### src/rtl/imem_boot_loader_pkg.sv
// rtl/imem_boot_loader_pkg.sv - shared loader state encodings, word width and header range check
package imem_boot_loader_pkg;

  localparam int BOOT_WORD_W = 32;

  typedef enum logic [2:0] {
    LDR_HDR_LO,
    LDR_HDR_HI,
    LDR_LOAD,
    LDR_CHECK,
    LDR_DONE,
    LDR_ERROR
  } ldr_state_e;

  // A legal image holds at least one word and no more than max_words.
  function automatic logic hdr_ok(input logic [15:0] n, input int max_words);
    return (n != 16'd0) && (int'(n) <= max_words);
  endfunction

endpackage

### src/rtl/imem_boot_loader_if.sv
// rtl/imem_boot_loader_if.sv - byte-stream input and instruction-memory write port of the boot loader
interface imem_boot_loader_if #(
  parameter int ADDR_W = 8
);
  import imem_boot_loader_pkg::*;

  logic                   s_valid;
  logic [7:0]             s_data;
  logic                   s_ready;
  logic                   imem_we;
  logic [ADDR_W-1:0]      imem_addr;
  logic [BOOT_WORD_W-1:0] imem_wdata;

  modport master (
    input  s_valid, s_data,
    output s_ready, imem_we, imem_addr, imem_wdata
  );

  modport slave (
    output s_valid, s_data,
    input  s_ready, imem_we, imem_addr, imem_wdata
  );

endinterface

### src/rtl/imem_boot_loader_byte_packer.sv
// rtl/imem_boot_loader_byte_packer.sv - 8->32 little-endian packer; word_valid_o marks the 4th byte
module imem_boot_loader_byte_packer
  import imem_boot_loader_pkg::*;
(
  input  logic                   clk_i,
  input  logic                   rst_n_i,
  input  logic                   byte_valid_i,
  input  logic [7:0]             byte_i,
  output logic [BOOT_WORD_W-1:0] word_o,
  output logic                   word_valid_o
);

  logic [1:0]  cnt_q, cnt_d;
  logic [23:0] sr_q, sr_d;

  always_comb begin
    cnt_d = cnt_q;
    sr_d  = sr_q;
    if (byte_valid_i) begin
      cnt_d = cnt_q + 2'd1;
      sr_d  = {byte_i, sr_q[23:8]};
    end
  end

  // The completing byte bypasses the shift register so the word is ready at its own edge.
  assign word_o       = {byte_i, sr_q};
  assign word_valid_o = byte_valid_i && (cnt_q == 2'd3);

  always_ff @(posedge clk_i or negedge rst_n_i) begin
    if (!rst_n_i) begin
      cnt_q <= 2'd0;
      sr_q  <= 24'd0;
    end else begin
      cnt_q <= cnt_d;
      sr_q  <= sr_d;
    end
  end

endmodule

### src/rtl/imem_boot_loader.sv
// rtl/imem_boot_loader.sv - boot image loader: header, packing, imem writes, core reset release
// Optional trailing XOR checksum byte enabled by LOADER_CHECKSUM_EN.
module imem_boot_loader
  import imem_boot_loader_pkg::*;
#(
  parameter int ADDR_W    = 8,
  parameter int MAX_WORDS = 256
) (
  input  logic                clk_i,
  input  logic                rst_n_i,
  imem_boot_loader_if.master  bus,
  output logic                core_rst_o,
  output logic                done_o,
  output logic                error_o,
  output logic [ADDR_W:0]     words_loaded_o
);

`ifdef LOADER_CHECKSUM_EN
  localparam ldr_state_e LOAD_EXIT = LDR_CHECK;
  logic [7:0] csum_q, csum_d;
`else
  localparam ldr_state_e LOAD_EXIT = LDR_DONE;
`endif

  ldr_state_e             state_q, state_d;
  logic [7:0]             n_lo_q, n_lo_d;
  logic [15:0]            n_q, n_d;
  logic [ADDR_W:0]        words_q, words_d;
  logic                   imem_we_q, imem_we_d;
  logic [ADDR_W-1:0]      imem_addr_q, imem_addr_d;
  logic [BOOT_WORD_W-1:0] imem_wdata_q, imem_wdata_d;
  logic                   core_rst_q;
  logic                   s_ready, accept, byte_valid, word_valid;
  logic [BOOT_WORD_W-1:0] word;

  // s_ready depends only on state, never on s_valid.
  assign s_ready    = (state_q == LDR_HDR_LO) || (state_q == LDR_HDR_HI) ||
                      (state_q == LDR_LOAD)   || (state_q == LDR_CHECK);
  assign accept     = bus.s_valid && s_ready;
  assign byte_valid = accept && (state_q == LDR_LOAD);

  imem_boot_loader_byte_packer u_packer (
    .clk_i        (clk_i),
    .rst_n_i      (rst_n_i),
    .byte_valid_i (byte_valid),
    .byte_i       (bus.s_data),
    .word_o       (word),
    .word_valid_o (word_valid)
  );

  always_comb begin
    state_d      = state_q;
    n_lo_d       = n_lo_q;
    n_d          = n_q;
    words_d      = words_q;
    imem_we_d    = 1'b0;
    imem_addr_d  = imem_addr_q;
    imem_wdata_d = imem_wdata_q;
`ifdef LOADER_CHECKSUM_EN
    csum_d       = csum_q;
`endif
    if (word_valid) begin
      imem_we_d    = 1'b1;
      imem_addr_d  = words_q[ADDR_W-1:0];
      imem_wdata_d = word;
      words_d      = words_q + 1'b1;
    end
    case (state_q)
      LDR_HDR_LO: begin
        if (accept) begin
          n_lo_d  = bus.s_data;
          state_d = LDR_HDR_HI;
        end
      end
      LDR_HDR_HI: begin
        if (accept) begin
          n_d     = {bus.s_data, n_lo_q};
          state_d = hdr_ok(n_d, MAX_WORDS) ? LDR_LOAD : LDR_ERROR;
        end
      end
      LDR_LOAD: begin
`ifdef LOADER_CHECKSUM_EN
        if (byte_valid) csum_d = csum_q ^ bus.s_data;
`endif
        if (word_valid && (16'(words_d) == n_q)) state_d = LOAD_EXIT;
      end
`ifdef LOADER_CHECKSUM_EN
      LDR_CHECK: begin
        if (accept) state_d = (bus.s_data == csum_q) ? LDR_DONE : LDR_ERROR;
      end
`endif
      default: ;
    endcase
  end

  always_ff @(posedge clk_i or negedge rst_n_i) begin
    if (!rst_n_i) begin
      state_q      <= LDR_HDR_LO;
      n_lo_q       <= 8'd0;
      n_q          <= 16'd0;
      words_q      <= '0;
      imem_we_q    <= 1'b0;
      imem_addr_q  <= '0;
      imem_wdata_q <= '0;
      core_rst_q   <= 1'b1;
`ifdef LOADER_CHECKSUM_EN
      csum_q       <= 8'd0;
`endif
    end else begin
      state_q      <= state_d;
      n_lo_q       <= n_lo_d;
      n_q          <= n_d;
      words_q      <= words_d;
      imem_we_q    <= imem_we_d;
      imem_addr_q  <= imem_addr_d;
      imem_wdata_q <= imem_wdata_d;
      // Released one cycle after DONE so the final write lands before the core runs.
      core_rst_q   <= (state_q != LDR_DONE);
`ifdef LOADER_CHECKSUM_EN
      csum_q       <= csum_d;
`endif
    end
  end

  assign bus.s_ready     = s_ready;
  assign bus.imem_we     = imem_we_q;
  assign bus.imem_addr   = imem_addr_q;
  assign bus.imem_wdata  = imem_wdata_q;
  assign core_rst_o      = core_rst_q;
  assign done_o          = (state_q == LDR_DONE);
  assign error_o         = (state_q == LDR_ERROR);
  assign words_loaded_o  = words_q;

endmodule

### src/flat_wrapper.sv
// flat-port wrapper written by rule: the top's interface ports become plain ports
module imem_boot_loader_flat import imem_boot_loader_pkg::*;
#(
  parameter int ADDR_W    = 8,
  parameter int MAX_WORDS = 256
)
  (clk_i, rst_n_i, core_rst_o, done_o, error_o, words_loaded_o, bus_s_valid, bus_s_data, bus_s_ready, bus_imem_we, bus_imem_addr, bus_imem_wdata);
  imem_boot_loader_if #(.ADDR_W(ADDR_W)) bus_i ();
  input  logic clk_i;
  input  logic rst_n_i;
  output logic core_rst_o;
  output logic done_o;
  output logic error_o;
  output logic [ADDR_W:0] words_loaded_o;
  input wire logic [$bits(bus_i.s_valid)-1:0] bus_s_valid;
  input wire logic [$bits(bus_i.s_data)-1:0] bus_s_data;
  output wire logic [$bits(bus_i.s_ready)-1:0] bus_s_ready;
  output wire logic [$bits(bus_i.imem_we)-1:0] bus_imem_we;
  output wire logic [$bits(bus_i.imem_addr)-1:0] bus_imem_addr;
  output wire logic [$bits(bus_i.imem_wdata)-1:0] bus_imem_wdata;
  assign bus_i.s_valid = bus_s_valid;
  assign bus_i.s_data = bus_s_data;
  assign bus_s_ready = bus_i.s_ready;
  assign bus_imem_we = bus_i.imem_we;
  assign bus_imem_addr = bus_i.imem_addr;
  assign bus_imem_wdata = bus_i.imem_wdata;
  imem_boot_loader #(.ADDR_W(ADDR_W), .MAX_WORDS(MAX_WORDS)) u_core (.clk_i(clk_i), .rst_n_i(rst_n_i), .bus(bus_i), .core_rst_o(core_rst_o), .done_o(done_o), .error_o(error_o), .words_loaded_o(words_loaded_o));
endmodule
### config.mk
export PLATFORM = sky130hd
export DESIGN_NAME = imem_boot_loader_flat
export DESIGN_NICKNAME = d
export VERILOG_FILES = /design/src/rtl/imem_boot_loader_pkg.sv /design/src/rtl/imem_boot_loader_if.sv /design/src/rtl/imem_boot_loader_byte_packer.sv /design/src/rtl/imem_boot_loader.sv /design/src/flat_wrapper.sv
export SDC_FILE = /design/constraint.sdc
export NUM_CORES = 1
export LEC_CHECK = 0
export BUFFER_PORTS_ARGS = -buffer_cell sky130_fd_sc_hd__buf_2
export CORE_ASPECT_RATIO = 1.1
export CORE_MARGIN = 5
export CORE_UTILIZATION = 45
export DETAILED_ROUTE_END_ITERATION = 7
export PLACE_DENSITY = 0.68
export SKIP_LAST_GASP = 1
export SLEW_MARGIN = 20
export SYNTH_ARGS = -nofsm -noshare
export SYNTH_HDL_FRONTEND = slang
export SYNTH_SLANG_ARGS = --single-unit
### constraint.sdc
create_clock -name clk_i -period 1.9 [get_ports clk_i]
set_input_delay 0.285 -clock clk_i [delete_from_list [all_inputs] [get_ports clk_i]]
set_output_delay 0.285 -clock clk_i [all_outputs]
set_load 0.02 [all_outputs]
==> metrics.md <==
| Metric | Value |
|---|---|
| Clock transition time at the flip-flop clock pins of the worst setup and hold paths | 0.10 ns |
| Diode count | 0 |
| Via count of the first global-routing pass | 3092 |
| Clock tree from TritonCTS | built |
| Number of warning messages in the yosys log | 0 |
| Port Buffer Count | 64 |
| Post-synthesis sequential area ratio | 0.603 |
| First-pass GRT wire length | 15000 µm |
| Most frequent cells in the layout | 123 x sky130_fd_sc_hd__nand2_1, 102 x sky130_fd_sc_hd__dfrtp_1, 63 x sky130_fd_sc_hd__buf_2, 50 x sky130_fd_sc_hd__mux2_2, 23 x sky130_fd_sc_hd__buf_4 |
| Critical path peak fanout | 5 |
| Layout Area Growth over Synthesis | 19.9% |
| Slowest-stage cell, CP | sky130_fd_sc_hd__dfrtp_1 |
| Clock sink count | 104 |
| Worst Reg-to-Reg Cells | 6 |
| Final-report hold violation count | 0 |
| Die Y-Extent | 113 µm |
| Area of all sequential standard cells | 0.00261 mm² |
| Final Critical Period | 1.84 ns |
| Upper clock frequency limit | 0.542 GHz |
| Max Buffers Root-to-Sink | 2 |
| Overall power after layout | 3.64 mW |
| Final max-slew violation count | 0 |
| Count of pins on the block boundary | 65 |
| Die W | 103 µm |
| Pin count of the biggest net entering global routing | 54 |
| NumNets Final | 465 |
| Most common library cell in the layout ignoring fill and taps | sky130_fd_sc_hd__nand2_1 |
| Grt total ovfl | 0 |
| Buffers and inverters on the worst path | 4 |
| Netlist Area Pre-Place | 0.00432 mm² |
| Maximum capacitance violations | 0 |
| Power Density | 702 mW/mm² |
| Number of vias in the routed layout | 2910 |
| Launching element type of the critical path | flip-flop |
| Arrival @ worst endpoint | 1.56 ns |
| GRT Overall Usage | 0.161 |
| Worst path max stage delay | 0.38 ns |
| Fin crit share | 0.971 |
| Nature of the critical path endpoint | output port |
| Starting density of the core | 0.462 |
| Routability cong. | 0.783 |
| Run status | finished, final reports clean |
| Fraction of final layout cells with drive strength greater than 1 | 0.370 |
| Violation count after the first detailed-route iteration | 78 |
| DRC viols | 0 |
| Max IR drop VDD | 575 µV |
| Antenna violations before repair | 0 |
| Depth of the CTS H-tree | 3 |
| Number of buffers inserted during clock tree synthesis | 9 |
| Floorplan die area | 0.0117 mm² |
| Number of cells on the critical path | 5 |
| Cells after synthesis | 365 |
| Yosys cell types | 39 |
| Worst hold path stage count | 3 |
| Setup violation total in the final timing report | 0 |
| Cell Chain, Critical Path | inv_1 -> buf_4 -> or3_1 -> inv_1 -> buf_2 |
| Number of cells in the design after placement | 554 |
| Crit path top cell by count | sky130_fd_sc_hd__inv_1 |
| Iteration count of the initial detailed-routing pass | 4 |
| Post-Route Skew | 0.0148 ns |
| Post-detailed-route via-to-cell ratio | 5.07 |
| Clk Tree Root Cell | sky130_fd_sc_hd__clkbuf_8 |
| Critical Setup Path Class | reg2out |
| Final HPWL DP | 6350 µm |
| Placeable core region | 0.00935 mm² |
| Fill count | 828 |
| Wire length per cell after detailed routing | 15.6 µm |
| Category of cells accounting for the largest share of critical-path delay | buffers and inverters |
| Mean instance size in the synthesized netlist | 11.8 µm² |
| Final Non-Filler Cells | 574 |
| Area of the multi-input gates | 0.00167 mm² |
| Post-detailed-routing wire length | 8980 µm |
| Number of flip-flops and latches in the synthesized netlist | 104 |
| Worst-Margin Slew | 0.404 ns |
| Data required time of the worst path | 1.62 ns |
| Unrepaired setup endpoints after global routing | yes |
| Remaining max-slew budget at the tightest pin | 0.728 |
| Rows | 37 |
| HP Class | in2reg |
| Syn nets | 378 |
| Antenna violation net count after detailed routing | 0 |
| Clk Latency, worst-skew pair | 0.36 ns |
| Leakage | 2.95 nW |
logic make-up after synthesis:
| group | count (synthesis) | synth area share |
|---|---|---|
| buffers and inverters | 18 | 0.0217 |
| AO/OA/AOI/OAI | 10 | 0.0171 |
| AND/OR/NAND/NOR | 161 | 0.172 |
| flip-flops | 104 | 0.603 |
| XOR/XNOR | 19 | 0.0481 |
| multiplexers | 51 | 0.133 |
| adder cells (fa/ha/maj) | 2 | 0.00579 |
stage by stage:
| step | area [µm²] | hold slack (ns) | worst slack (ns) | utilization | TNS, ns |
|---|---|---|---|---|---|
| global placement | 4910 | 0.208 | 0.101 | 0.525 | 0 |
| finish | 5180 | 0.196 | 0.0552 | 0.554 | 0 |
| global route | 5180 | 0.193 | -0.0352 | 0.554 | -0.0600 |
| CTS | 5120 | 0.195 | 0.00958 | 0.547 | 0 |
| floorplan | 4320 | -0.0106 | -0.0179 | - | -0.323 |
| detailed placement | 4910 | 0.210 | 0.0562 | 0.525 | 0 |
Yosys cell counts, drive strengths merged:
| cell type | count | share of area |
|---|---|---|
| a31o | 1 | 0.0020 |
| a31oi | 2 | 0.0029 |
| a41oi | 1 | 0.0020 |
| and2 | 1 | 0.0014 |
| and4b | 1 | 0.0023 |
| buf | 6 | 0.011 |
| clkbuf | 8 | 0.0070 |
| dfrtp | 103 | 0.60 |
| dfstp | 1 | 0.0061 |
| ha | 2 | 0.0058 |
| inv | 4 | 0.0041 |
| mux2 | 50 | 0.13 |
| mux2i | 1 | 0.0023 |
| nand2 | 123 | 0.11 |
| nand2b | 2 | 0.0029 |
| nand3 | 4 | 0.0046 |
| nand3b | 2 | 0.0035 |
| nand4 | 1 | 0.0014 |
| nand4b | 1 | 0.0055 |
| nor2 | 4 | 0.0035 |
| nor3 | 6 | 0.0093 |
| nor3b | 6 | 0.013 |
| nor4 | 7 | 0.013 |
| o21a | 1 | 0.0017 |
| o21ai | 3 | 0.0035 |
| o221a | 1 | 0.0026 |
| o311a | 1 | 0.0023 |
| or3 | 1 | 0.0014 |
| or4 | 2 | 0.0035 |
| xnor2 | 7 | 0.014 |
| xnor3 | 3 | 0.016 |
| xor2 | 9 | 0.018 |
metal layers:
layer  wire length [µm]  GRT usage  vias to the layer above
li1                   -          -                     1388
met1               3980      0.221                     1437
met2               4390      0.261                       70
met3                450     0.0271                       15
met4                157     0.0484                        0
met5                  0          0                        -
registers in the layout (all words and copies together) (netlist names):
register               flops
u_core.bus.imem_we         1
u_core.core_rst_o          1
u_core.n_lo_q              8
u_core.bus.imem_wdata     32
u_core.state_q             3
u_core.u_packer.cnt_q      2
u_core.words_loaded_o      9
u_core.bus.imem_addr       8
u_core.u_packer.sr_q      24
u_core.n_q                16
final cells by class:
cell class	count	area share
inverters	4	0.00338
multi-input cells	243	0.322
clock buffers	10	0.0266
repair buffers	90	0.106
clock inverters	6	0.0109
well taps	117	0.0283
flip-flops and latches	104	0.503
power by group:
part	switching (mW)	leakage, nW	internal, mW
Combinational	0.0630	1.41	0.0187
Clock	0.800	0.0977	0.546
Sequential	0	1.44	2.21
path summary, 6_finish.rpt:
check	from	to	slack [ns]
setup / recovery	u_core.state_q[2]	done_o	0.06
hold reg to reg	u_core.bus.imem_addr[7]	u_core.bus.imem_addr[7]	0.47
hold / removal	bus_s_data[3]	u_core.bus.imem_wdata[27]	0.20
setup reg to reg	u_core.words_loaded_o[1]	u_core.state_q[2]	0.06
max in group asynchronous	rst_n_i	u_core.words_loaded_o[0]	0.95
min in group asynchronous	rst_n_i	u_core.words_loaded_o[7]	0.36
worst min-delay path, cell delays in order:
cell                      delay (ns)
sky130_fd_sc_hd__buf_2          0.14
sky130_fd_sc_hd__nand2_1        0.06
sky130_fd_sc_hd__nand2_1        0.04
repair_timing:
item                                    4_1_cts  5_1_grt
hold endpoints to repair                     20        0
buffers inserted                              0        3
gates resized for setup                       0        9
endpoints found under the setup margin        0       29
hold buffers                                  1        0
Power figures use the tool's default switching activity.
